**config.mk**
```make
export PLATFORM = sky130hd
export DESIGN_NAME = fetch_unit
export DESIGN_NICKNAME = d
export VERILOG_FILES = /design/src/rtl/fetch_unit.sv
export SDC_FILE = /design/constraint.sdc
export NUM_CORES = 1
export LEC_CHECK = 0
export ABC_AREA = 1
export CORE_MARGIN = 4
export CORE_UTILIZATION = 40
export DETAILED_ROUTE_END_ITERATION = 10
export GPL_TIMING_DRIVEN = 1
export PLACE_DENSITY = 0.66
export SLEW_MARGIN = 20
export SYNTH_ARGS = -nofsm -noshare
export SYNTH_HDL_FRONTEND = slang
export SYNTH_SLANG_ARGS = --single-unit
```
**constraint.sdc**
```tcl
create_clock -name clk -period 6.8 [get_ports clk]
set_input_delay 1.02 -clock clk [delete_from_list [all_inputs] [get_ports clk]]
set_output_delay 1.02 -clock clk [all_outputs]
set_load 0.02 [all_outputs]
```
**src/rtl/fetch_unit.sv**
```systemverilog
// Instruction-fetch front end: fetch PC, single-outstanding imem port,
// DEPTH-entry prefetch FIFO to decode, redirect flush and halt detection.
module fetch_unit #(
    parameter int              ADDR_W      = 16,
    parameter int              INSTR_W     = 16,
    parameter int              DEPTH       = 4,
    parameter logic [ADDR_W-1:0] RESET_PC  = '0,
    parameter int              PC_STEP     = 2,
    parameter logic [3:0]      HALT_OPCODE = 4'hF
) (
    input  logic                     clk,
    input  logic                     rst_n,
    output logic                     imem_req,
    output logic [ADDR_W-1:0]        imem_addr,
    input  logic                     imem_ack,
    input  logic [INSTR_W-1:0]       imem_rdata,
    output logic                     out_valid,
    output logic [INSTR_W-1:0]       out_instr,
    output logic [ADDR_W-1:0]        out_pc,
    input  logic                     out_ready,
    input  logic                     redirect,
    input  logic [ADDR_W-1:0]        redirect_pc,
    output logic                     hlt,
    output logic [$clog2(DEPTH):0]   fifo_count
);

    localparam int PTR_W = $clog2(DEPTH);
    localparam int CNT_W = PTR_W + 1;

    typedef enum logic [1:0] {IDLE, FETCH, HALTED} state_t;

    state_t             state_q, state_d;
    logic [ADDR_W-1:0]  fetch_pc_q, fetch_pc_d;
    logic [PTR_W-1:0]   rd_ptr_q, rd_ptr_d, wr_ptr_q, wr_ptr_d;
    logic [CNT_W-1:0]   count_q, count_d;
    logic [INSTR_W-1:0] instr_mem_q [DEPTH];
    logic [ADDR_W-1:0]  pc_mem_q [DEPTH];
    logic               push, pop;

    // The request is masked by redirect so a flushing cycle never completes a transfer.
    assign imem_req   = (state_q == FETCH) && (count_q != CNT_W'(DEPTH)) && !redirect;
    assign imem_addr  = fetch_pc_q;
    assign push       = imem_req && imem_ack;
    assign out_valid  = (count_q != '0);
    assign pop        = out_valid && out_ready;
    assign out_instr  = out_valid ? instr_mem_q[rd_ptr_q] : '0;
    assign out_pc     = out_valid ? pc_mem_q[rd_ptr_q] : '0;
    assign hlt        = (state_q == HALTED);
    assign fifo_count = count_q;

    always_comb begin
        state_d    = state_q;
        fetch_pc_d = fetch_pc_q;
        rd_ptr_d   = rd_ptr_q;
        wr_ptr_d   = wr_ptr_q;
        count_d    = count_q;
        if (redirect) begin
            state_d    = FETCH;
            fetch_pc_d = redirect_pc;
            rd_ptr_d   = '0;
            wr_ptr_d   = '0;
            count_d    = '0;
        end else begin
            if (state_q == IDLE) state_d = FETCH;
            if (push) begin
                wr_ptr_d   = wr_ptr_q + 1'b1;
                fetch_pc_d = fetch_pc_q + ADDR_W'(PC_STEP);
                if (imem_rdata[INSTR_W-1 -: 4] == HALT_OPCODE) state_d = HALTED;
            end
            if (pop) rd_ptr_d = rd_ptr_q + 1'b1;
            case ({push, pop})
                2'b10:   count_d = count_q + 1'b1;
                2'b01:   count_d = count_q - 1'b1;
                default: count_d = count_q;
            endcase
        end
    end

    always_ff @(posedge clk or negedge rst_n) begin
        if (!rst_n) begin
            state_q    <= IDLE;
            fetch_pc_q <= RESET_PC;
            rd_ptr_q   <= '0;
            wr_ptr_q   <= '0;
            count_q    <= '0;
        end else begin
            state_q    <= state_d;
            fetch_pc_q <= fetch_pc_d;
            rd_ptr_q   <= rd_ptr_d;
            wr_ptr_q   <= wr_ptr_d;
            count_q    <= count_d;
        end
    end

    // Storage needs no reset: the head is masked to zero whenever the FIFO is empty.
    always_ff @(posedge clk) begin
        if (push) begin
            instr_mem_q[wr_ptr_q] <= imem_rdata;
            pc_mem_q[wr_ptr_q]    <= fetch_pc_q;
        end
    end

endmodule

```
==> reports/metrics.yaml, run 1 <==
power_and_ir_drop:
  total_power_mw: 3.099
  power_leakage_nw: 3.007
  ir_drop_mv: 0.2035
  p_per_area_mw_per_mm2: 376.6
setup_path:
  worstSetupStartpointType: "input port"
  cpPeakStageDelay_ps: 790
  crit_fanout: 19
  critical_path_class: "input port to output pin"
  critPathArrivalTime_ps: 3070
  reg2reg_depth: 11
  crit_end: "imem_req"
  crit_slowest_cell: "clkdlybuf4s50_1"
  rrSetupSlack_ps: 4580
  end_kind: "output pin"
  reg2reg_to: "fifo_count[2]"
  worstSetupStartpoint: "redirect"
  cp_common_cell: "clkdlybuf4s50_1"
  critical_path.cell_chain: "clkdlybuf4s50_1 > clkinv_4 > nand3_1 > nor2_2 > clkdlybuf4s50_1"
  cp_data_required_time_ps: 5780
  r2r-start: "fifo_count[1]"
cts:
  cts-buffers-inserted: 17
  clock_latency_ps: 420
  ctsHoldBuffers: 0
  clockBufferDepth: 2
  cts.sink_count: 153
  root_buffer: "clkbuf_16"
  cts_resized: 0
  cts_tree: "yes"
  postCtsSetupBuffers: 0
  path_clk_slew_ps: 60
  h-tree-depth: 4
outcome:
  outcome: "finished, final reports clean"
floorplan:
  die_w_um: 136.0
  io_pins: 91
  core_mm2: 0.01594
  initial_utilization: 0.4110
  core.rowCount: 46
  die-area_mm2: 0.01849
  die-height_um: 136.0
sta:
  post-route-min-period_ps: 4088
  fin_skew_ps: 6.975
  slew_headroom: 0.2835
  setup_viol_count_final: 0
  post-route-period-util: 0.6012
  hold_viol: 0
  worst_pin_slew_ps: 1072
  rsz0062_at_grt: "false"
  finalSetupTns_ps: 0
  drv_slew: 0
  fmax_ghz: 0.2446
placed_design:
  finalWeightedCongestion: 0.8231
  place_hpwl_um: 8841
  place.port_buffers: 90
global_route:
  use_met1: 0.2189
  grt.busiest_layer: "met2"
  grt_pass1_vias: 4662
  track_usage: 0.1667
  antenna_found_initial: 0
  overflow: 0
  grt_pass1_wl_um: 23540
  grt_use_met3: 0.04441
  grt_use_met2: 0.2702
  grt_start_max_net_pins: 66
logic_synthesis:
  synth_area_leaders: "edfxtp_1 (59%), dfrtp_1 (9.5%), nor2_1 (8.4%)"
  synth_top_area_share: 0.5866
  async_reset_ff_frac: 0.1634
  synth_nets: 644
  synth-edff-count: 128
  syn_avg_cell_area_um2: 10.90
  synth_area_mm2: 0.006553
  syn_inst: 601
  ys_warn_count: 0
  synth_top_area_cell: "edfxtp_1"
  synthDistinctLibCells: 35
  synth_seq_cells: 153
  yosysSeqAreaShare: 0.6821
  synth_flop_cell: "edfxtp_1"
route:
  wirelength_um: 14790
  antenna_left: 0
  drt_iter0_drc: 271
  drc: 0
  wl_per_cell_um: 16.18
  viasPerCell: 5.032
  firstDrtPassIters: 5
  vias: 4599
cells_and_area:
  drive_above_1_share: 0.07163
  antenna_cells: 0
  area_growth_pct: 25.57
  finalNetCount: 728
run:
  drv_cap: 0
min_path:
  hold_class: "register to register"
layout make-up:
cell class	count	area (um^2)
Inverter	31	121.4
Sequential cell	153	4471
Multi-Input combinational cell	387	1842
Clock buffer	18	429.2
Timing Repair Buffer	95	938.4
Fill cell	1421	7715
Clock inverter	14	156.4
Tap cell	216	270.3
how the worst min path moves through the flow:
stage                           from  slack [ps]  cells past startpoint          to
after floorplan           state_q[1]         460                      1  state_q[1]
after global placement    state_q[1]         490                      1  state_q[1]
after detailed placement  state_q[1]         510                      1  state_q[1]
after CTS                 state_q[1]         520                      1  state_q[1]
after global routing      state_q[1]         550                      1  state_q[1]
final                     state_q[1]         520                      1  state_q[1]
where the power goes:
group	switching [mW]	leakage, nW	internal (mW)	total (mW)
logic	0.595	1.25	0.386	0.981
clock network	0.357	0.288	0.572	0.928
registers	0.0734	1.47	1.12	1.19
placed cells by master, fill, tap and decap left out, drive strengths merged:
cell type      netlist  layout
nand4                7       7
o21bai               1       1
fa                   1       1
ha                   5       5
o21a                 3       3
dfrtp               25      25
nand3               29      29
clkdlybuf4s50        0      90
o211ai               1       1
edfxtp             128     128
xnor2                3       3
a21oi               35      35
bufinv               0       3
clkinvlp             0       1
clkbuf              14      18
or2                  2       2
nand3b               2       2
nor2               150     150
a22oi                1       1
inv                 29      29
buf                 16       5
o21ai               73      73
xor2                 2       2
nor3                 2       2
nand2               70      70
clkinv               2      12
metal layers:
| metal | routed length [um] | vias to the layer above |
|---|---|---|
| met5 | 0 | - |
| met4 | 87 | 0 |
| met3 | 1056 | 8 |
| met2 | 7257 | 162 |
| met1 | 6389 | 2193 |
| li1 | - | 2236 |
state kept, by name, indices dropped and copies added (netlist names):
register     count
instr_mem_q     64
pc_mem_q        64
imem_addr       16
fifo_count       3
rd_ptr_q         2
state_q          2
wr_ptr_q         2
through the flow:
stage / util / hold slack (ps) / cell area, um^2 / setup slack (ps) / std cells
5_1_grt: 0.5161 / 547.2 / 8228 / 2604 / 914
2_1_floorplan: - / 463.9 / 6553 / 3428 / 601
3_3_place_gp: 0.4794 / 488.0 / 7642 / 2828 / 882
4_1_cts: 0.5161 / 523.0 / 8228 / 2706 / 914
6_report: 0.5161 / 517.4 / 8228 / 2712 / 914
3_5_place_dp: 0.4794 / 509.4 / 7642 / 2721 / 882
cell families (layout without fill, tap and decap cells):
logic type,after synthesis,in the layout,synth area share
simple gates,262,262,0.1675
flops,153,153,0.6821
compound gates,114,114,0.08937
buf+inv,61,158,0.04182
fa+ha+maj,6,6,0.01260
xor+xnor,5,5,0.006684
critical path, delay by kind of cell:
family / cells / cell delay [ps]
AND/OR/NAND/NOR: 2 / 310
buffers and inverters: 3 / 1730
synthesized netlist by cell type (all sizes together), types with 3 or more instances:
master,count
nand3,29
o21a,3
buf,16
ha,5
xnor2,3
edfxtp,128
nand2,70
dfrtp,25
o21ai,73
nor2,150
clkbuf,14
a21oi,35
inv,29
nand4,7
Note: power is estimated with default switching activity, not from simulation.
==> run 2, diff against run 1 <==
==> constraint.sdc (replaced) <==
create_clock -name clk -period 4.2 [get_ports clk]
set_input_delay 0.63 -clock clk [delete_from_list [all_inputs] [get_ports clk]]
set_output_delay 0.63 -clock clk [all_outputs]
set_load 0.02 [all_outputs]
==> reports/metrics.yaml, run 2 (synthesis gave the netlist of run 1 again) <==
cells_and_area:
  fill_cells: 1382  # -2.7%
  utilization: 0.5186  # +0.002511
  area_growth_pct: 26.18
  layout_commonest_cell: "nor2_1"
  antenna_cells: 0  # unchanged
  drive_above_1_share: 0.07921  # +0.007575
  finalNetCount: 737  # +1.2%
  layout_common_cells: "nor2_1 (142), edfxtp_1 (128), clkdlybuf4s50_1 (90)"
placed_design:
  place.port_buffers: 90  # unchanged
  place_hpwl_um: 9412  # +6.5%
  finalWeightedCongestion: 0.7703  # -6.4%
floorplan:
  io_pins: 91  # unchanged
  core.rowCount: 46  # unchanged
  initial_utilization: 0.4110  # unchanged
  die_w_um: 136.0  # unchanged
  die-area_mm2: 0.01849  # unchanged
  core_mm2: 0.01594  # unchanged
  die-height_um: 136.0  # unchanged
sta:
  finalSetupTns_ps: 0  # unchanged
  hold_viol: 0  # unchanged
  worst_pin_slew_ps: 1005  # -67.44 ps
  fmax_ghz: 0.2845
  hold_slack_ps: 528.4  # +11.03 ps
  slew_headroom: 0.3295  # +0.04594
  drv_slew: 0  # unchanged
  setup_viol_count_final: 0  # unchanged
  fin_skew_ps: 7.444  # +0.4687 ps
  post-route-min-period_ps: 3515
  rsz0062_at_grt: "false"
  post-route-period-util: 0.8370
setup_path:
  cp_data_required_time_ps: 3570  # -2210 ps
  critical_path_class: "register to output pin"
  crit_fanout: 24  # +5
  worstSetupStartpointType: "register"
  critPathArrivalTime_ps: 2890  # -180 ps
  rrSetupSlack_ps: 2000  # -2580 ps
  end_kind: "output pin"
min_path:
  hold_class: "register to register"
cts:
  path_clk_slew_ps: 60  # about the same
  cts.sink_count: 153  # unchanged
  cts_tree: "yes"
  cts-buffers-inserted: 17  # unchanged
  root_buffer: "clkbuf_16"
  clock_latency_ps: 420  # about the same
  ctsHoldBuffers: 0  # unchanged
  cts_resized: 0  # unchanged
  clockBufferDepth: 2  # unchanged
  postCtsSetupBuffers: 0  # unchanged
  h-tree-depth: 4  # unchanged
global_route:
  antenna_found_initial: 0  # unchanged
  overflow: 0  # unchanged
  grt_pass1_wl_um: 23870  # +1.4%
  grt_start_max_net_pins: 66  # unchanged
  track_usage: 0.1673  # +0.0005167
  grt_pass1_vias: 4594  # -1.5%
route:
  antenna_left: 0  # unchanged
  viasPerCell: 5.075  # +0.86%
  firstDrtPassIters: 6  # +1
  wl_per_cell_um: 16.23  # +0.28%
  drc: 0  # unchanged
  drt_iter0_drc: 294  # +8.5%
  wirelength_um: 14980  # +1.3%
  vias: 4684  # +1.8%
power_and_ir_drop:
  power_leakage_nw: 3.029  # +0.73%
  switching_share: 0.3349  # +0.004034
  combPwrFrac: 0.324  # +0.007
  p_sw_mw: 1.665  # +62%
  ir_drop_mv: 0.3065  # +51%
  clock_power_share: 0.288  # -0.012
  p_per_area_mw_per_mm2: 601.5  # +60%
  power_frac_seq: 0.388  # +0.004
  p_int_mw: 3.308  # +60%
outcome:
  outcome: "finished, final reports clean"
run:
  drv_cap: 0  # unchanged
run 2: final timing paths:
check / from / to / cells past startpoint
max: rd_ptr_q[1] / out_pc[9] / 6
min: state_q[1] / state_q[1] / 1
max reg2reg: fifo_count[0] / pc_mem_q[2][0] / 5
min reg2reg: state_q[1] / state_q[1] / 1
max in group asynchronous: rst_n / rd_ptr_q[0] / 2
min in group asynchronous: rst_n / fifo_count[0] / 2
run 2: final cells by class:
class                   count  area, um^2  area share
flip-flops and latches    153        4471      0.5407
multi-input cells         387        1842      0.2228
repair buffers            104        1006      0.1217
clock buffers              17       425.4     0.05145
well taps                 216       270.3     0.03269
clock inverters            15       132.6     0.01604
inverters                  31       121.4     0.01468
run 2: critical path, cell delays in order, from the launching register on:
cell	delay, ps
dfrtp_1	350
clkinv_1	650
buf_4	430
nor2_1	110
o21ai_0	110
a21oi_1	170
clkdlybuf4s50_1	630
run 2: per-layer routing:
layer / vias to the layer above / track usage / routed length, um
li1: 2248 / - / -
met2: 147 / 0.2669 / 7010
met5: - / 0 / 0
met1: 2262 / 0.2255 / 6876
met3: 27 / 0.03923 / 851
met4: 0 / 0.05879 / 242
run 2: per-stage QoR:
stage                     power, mW  worst slack, ps  area (um^2)  instances
final                         4.974            684.8         8268        923
after global routing          5.231            455.3         8268        923
after CTS                     5.020            674.0         8268        923
after detailed placement      3.582             1132         7710        891
after global placement        3.549             1186         7710        891
after floorplan               2.823             1218         6553        601
run 2: power by group through the flow:
stage / Clock [mW] / Sequential, mW / Combinational (mW)
after detailed placement: 0 / 1.96 / 1.62
after CTS: 1.46 / 1.93 / 1.63
after global placement: 0 / 1.95 / 1.60
after global routing: 1.53 / 1.94 / 1.76
final: 1.43 / 1.93 / 1.61
after floorplan: 0 / 1.96 / 0.860
==> run 3, diff against run 2 <==
==> constraint.sdc (replaced) <==
create_clock -name clk -period 3.33 [get_ports clk]
set_input_delay 0.4995 -clock clk [delete_from_list [all_inputs] [get_ports clk]]
set_output_delay 0.4995 -clock clk [all_outputs]
set_load 0.02 [all_outputs]
==> reports/metrics.yaml, run 3 (synthesis gave the netlist of run 1 again) <==
cts:
  clockBufferDepth: 2  # unchanged
  cts.sink_count: 153  # unchanged
  clock_latency_ps: 420  # about the same
  postCtsSetupBuffers: 0  # unchanged
  cts_resized: 0  # unchanged
  root_buffer: "clkbuf_16"
  cts-buffers-inserted: 17  # unchanged
  cts_tree: "yes"
  ctsHoldBuffers: 0  # unchanged
  path_clk_slew_ps: 60  # about the same
  h-tree-depth: 4  # unchanged
sta:
  post-route-min-period_ps: 3045
  finalSetupTns_ps: 0  # unchanged
  setup_ws_ps: 285.3  # -399.5 ps
  worst_pin_slew_ps: 511.0  # -493.7 ps
  drv_slew: 0  # unchanged
  setup_viol_count_final: 0  # unchanged
  hold_slack_ps: 456.7  # -71.72 ps
  fmax_ghz: 0.3284
  post-route-period-util: 0.9143
  fin_skew_ps: 7.218  # -0.2258 ps
  hold_viol: 0  # unchanged
  slew_headroom: 0.6593  # +0.3298
  rsz0062_at_grt: "false"
cells_and_area:
  finalNetCount: 736  # -0.14%
  area_growth_pct: 27.11
  seq_area_mm2: 0.004471  # unchanged
  fill_cells: 1401  # +1.4%
  fin_area_mm2: 0.008329  # +0.74%
  layout_common_cells: "nor2_1 (142), edfxtp_1 (128), clkdlybuf4s50_1 (90)"
  layout_commonest_cell: "nor2_1"
  antenna_cells: 0  # unchanged
  multi_input_area_mm2: 0.001842  # unchanged
  drive_above_1_share: 0.08499  # +0.005778
  utilization: 0.5224  # +0.003845
  layout.cells.non_filler: 922  # -0.11%
outcome:
  outcome: "finished, final reports clean"
setup_path:
  worstSetupStartpoint: "rd_ptr_q[1]"
  worstSetupStartpointType: "register"
  rrSetupSlack_ps: 1140  # -860 ps
  cpPeakStageDelay_ps: 670  # +20 ps
  critical_path_class: "register to output pin"
  critical_path.cell_chain: "clkinv_1 > buf_4 > nor2_1 > o21ai_1 > a21oi_1 > clkdlybuf4s50_1"
  crit_end: "out_pc[6]"
  path_buf_inv: 3  # unchanged
  crit_slowest_cell: "clkdlybuf4s50_1"
  critPathArrivalTime_ps: 2550  # -340 ps
  crit_fanout: 24  # unchanged
  reg2reg_to: "fifo_count[2]"
  cp_num_cells: 6  # unchanged
  cp_data_required_time_ps: 2830  # -740 ps
  r2r-start: "fifo_count[0]"
  end_kind: "output pin"
  reg2reg_depth: 11  # +6
  cp_top_family: "buffers and inverters"
placed_design:
  finalWeightedCongestion: 0.8173  # +6.1%
  dpl_worst_slack_ps: 571.7  # -560.4 ps
  dp.cells: 890  # -0.11%
  placed_cell_area_mm2: 0.007727  # +0.23%
  place_hpwl_um: 9393  # -0.20%
  place.port_buffers: 90  # unchanged
run:
  drv_cap: 0  # unchanged
global_route:
  grt_pass1_wl_um: 24270  # +1.6%
  overflow: 0  # unchanged
  grt_start_max_net_pins: 43  # -35%
  antenna_found_initial: 0  # unchanged
  grt_pass1_vias: 4701  # +2.3%
  track_usage: 0.1699  # +0.002677
route:
  viasPerCell: 5.079  # about the same
  wl_per_cell_um: 16.49  # +1.6%
  firstDrtPassIters: 6  # unchanged
  vias: 4683  # -0.021%
  drt_iter0_drc: 442  # +50%
  wirelength_um: 15210  # +1.5%
  antenna_left: 0  # unchanged
  drc: 0  # unchanged
power_and_ir_drop:
  combPwrFrac: 0.319  # -0.005
  p_per_area_mw_per_mm2: 768.5  # +28%
  power_frac_seq: 0.380  # -0.008
  p_int_mw: 4.272  # +29%
  total_power_mw: 6.401  # +29%
  ir_drop_mv: 0.4105  # +34%
  clock_power_share: 0.301  # +0.013
  p_sw_mw: 2.129  # +28%
  power_leakage_nw: 3.064  # +1.1%
  switching_share: 0.3326  # -0.002301
floorplan:
  core.rowCount: 46  # unchanged
  io_pins: 91  # unchanged
  core_mm2: 0.01594  # unchanged
  die-area_mm2: 0.01849  # unchanged
  die_w_um: 136.0  # unchanged
  die-height_um: 136.0  # unchanged
  initial_utilization: 0.4110  # unchanged
min_path:
  hold_class: "input port to async pin"
==> run 3: cell types whose count changed in the layout (fill, tap and decap cells not counted), sizes merged <==
cell	delta
clkinvlp	-2
buf	-1
bufinv	+1
inv	+1
==> run 3: final cells by class <==
class                   count  share of cell area
flip-flops and latches    153              0.5367
repair buffers            103              0.1229
clock buffers              17             0.05107
well taps                 216             0.03245
multi-input cells         387              0.2211
inverters                  31             0.01457
clock inverters            15             0.02118
==> run 3: how the worst min path moves through the flow <==
stage / start / end / slack (ps) / cells past startpoint
floorplan: rst_n / fifo_count[0] / 200 / 0
global placement: state_q[1] / state_q[1] / 480 / 1
detailed placement: state_q[1] / state_q[1] / 490 / 1
CTS: rst_n / imem_addr[4] / 450 / 2
global route: rst_n / fifo_count[0] / 480 / 2
finish: rst_n / imem_addr[4] / 460 / 2
==> run 3: power groups by stage <==
stage / registers [mW] / clock network (mW) / logic [mW]
finish: 2.44 / 1.92 / 2.04
global route: 2.46 / 2.05 / 2.21
CTS: 2.44 / 1.96 / 2.07
detailed placement: 2.47 / 0 / 2.05
global placement: 2.46 / 0 / 2.03
floorplan: 2.48 / 0 / 1.08
==> run 3: metal layers <==
metal	track usage	vias up	wire length [um]
li1	-	2247	-
met1	0.2226	2264	6803
met2	0.2793	154	7247
met3	0.04034	18	945
met4	0.05767	0	208
met5	0	-	0
==> run 3: worst register-to-register path, delay by kind of cell, from the launching register on <==
| family | cells | cell delay (ps) |
|---|---|---|
| buf+inv | 2 | 190 |
| xor+xnor | 1 | 180 |
| fa+ha+maj | 1 | 380 |
| flops | 1 | 450 |
| simple gates | 7 | 900 |
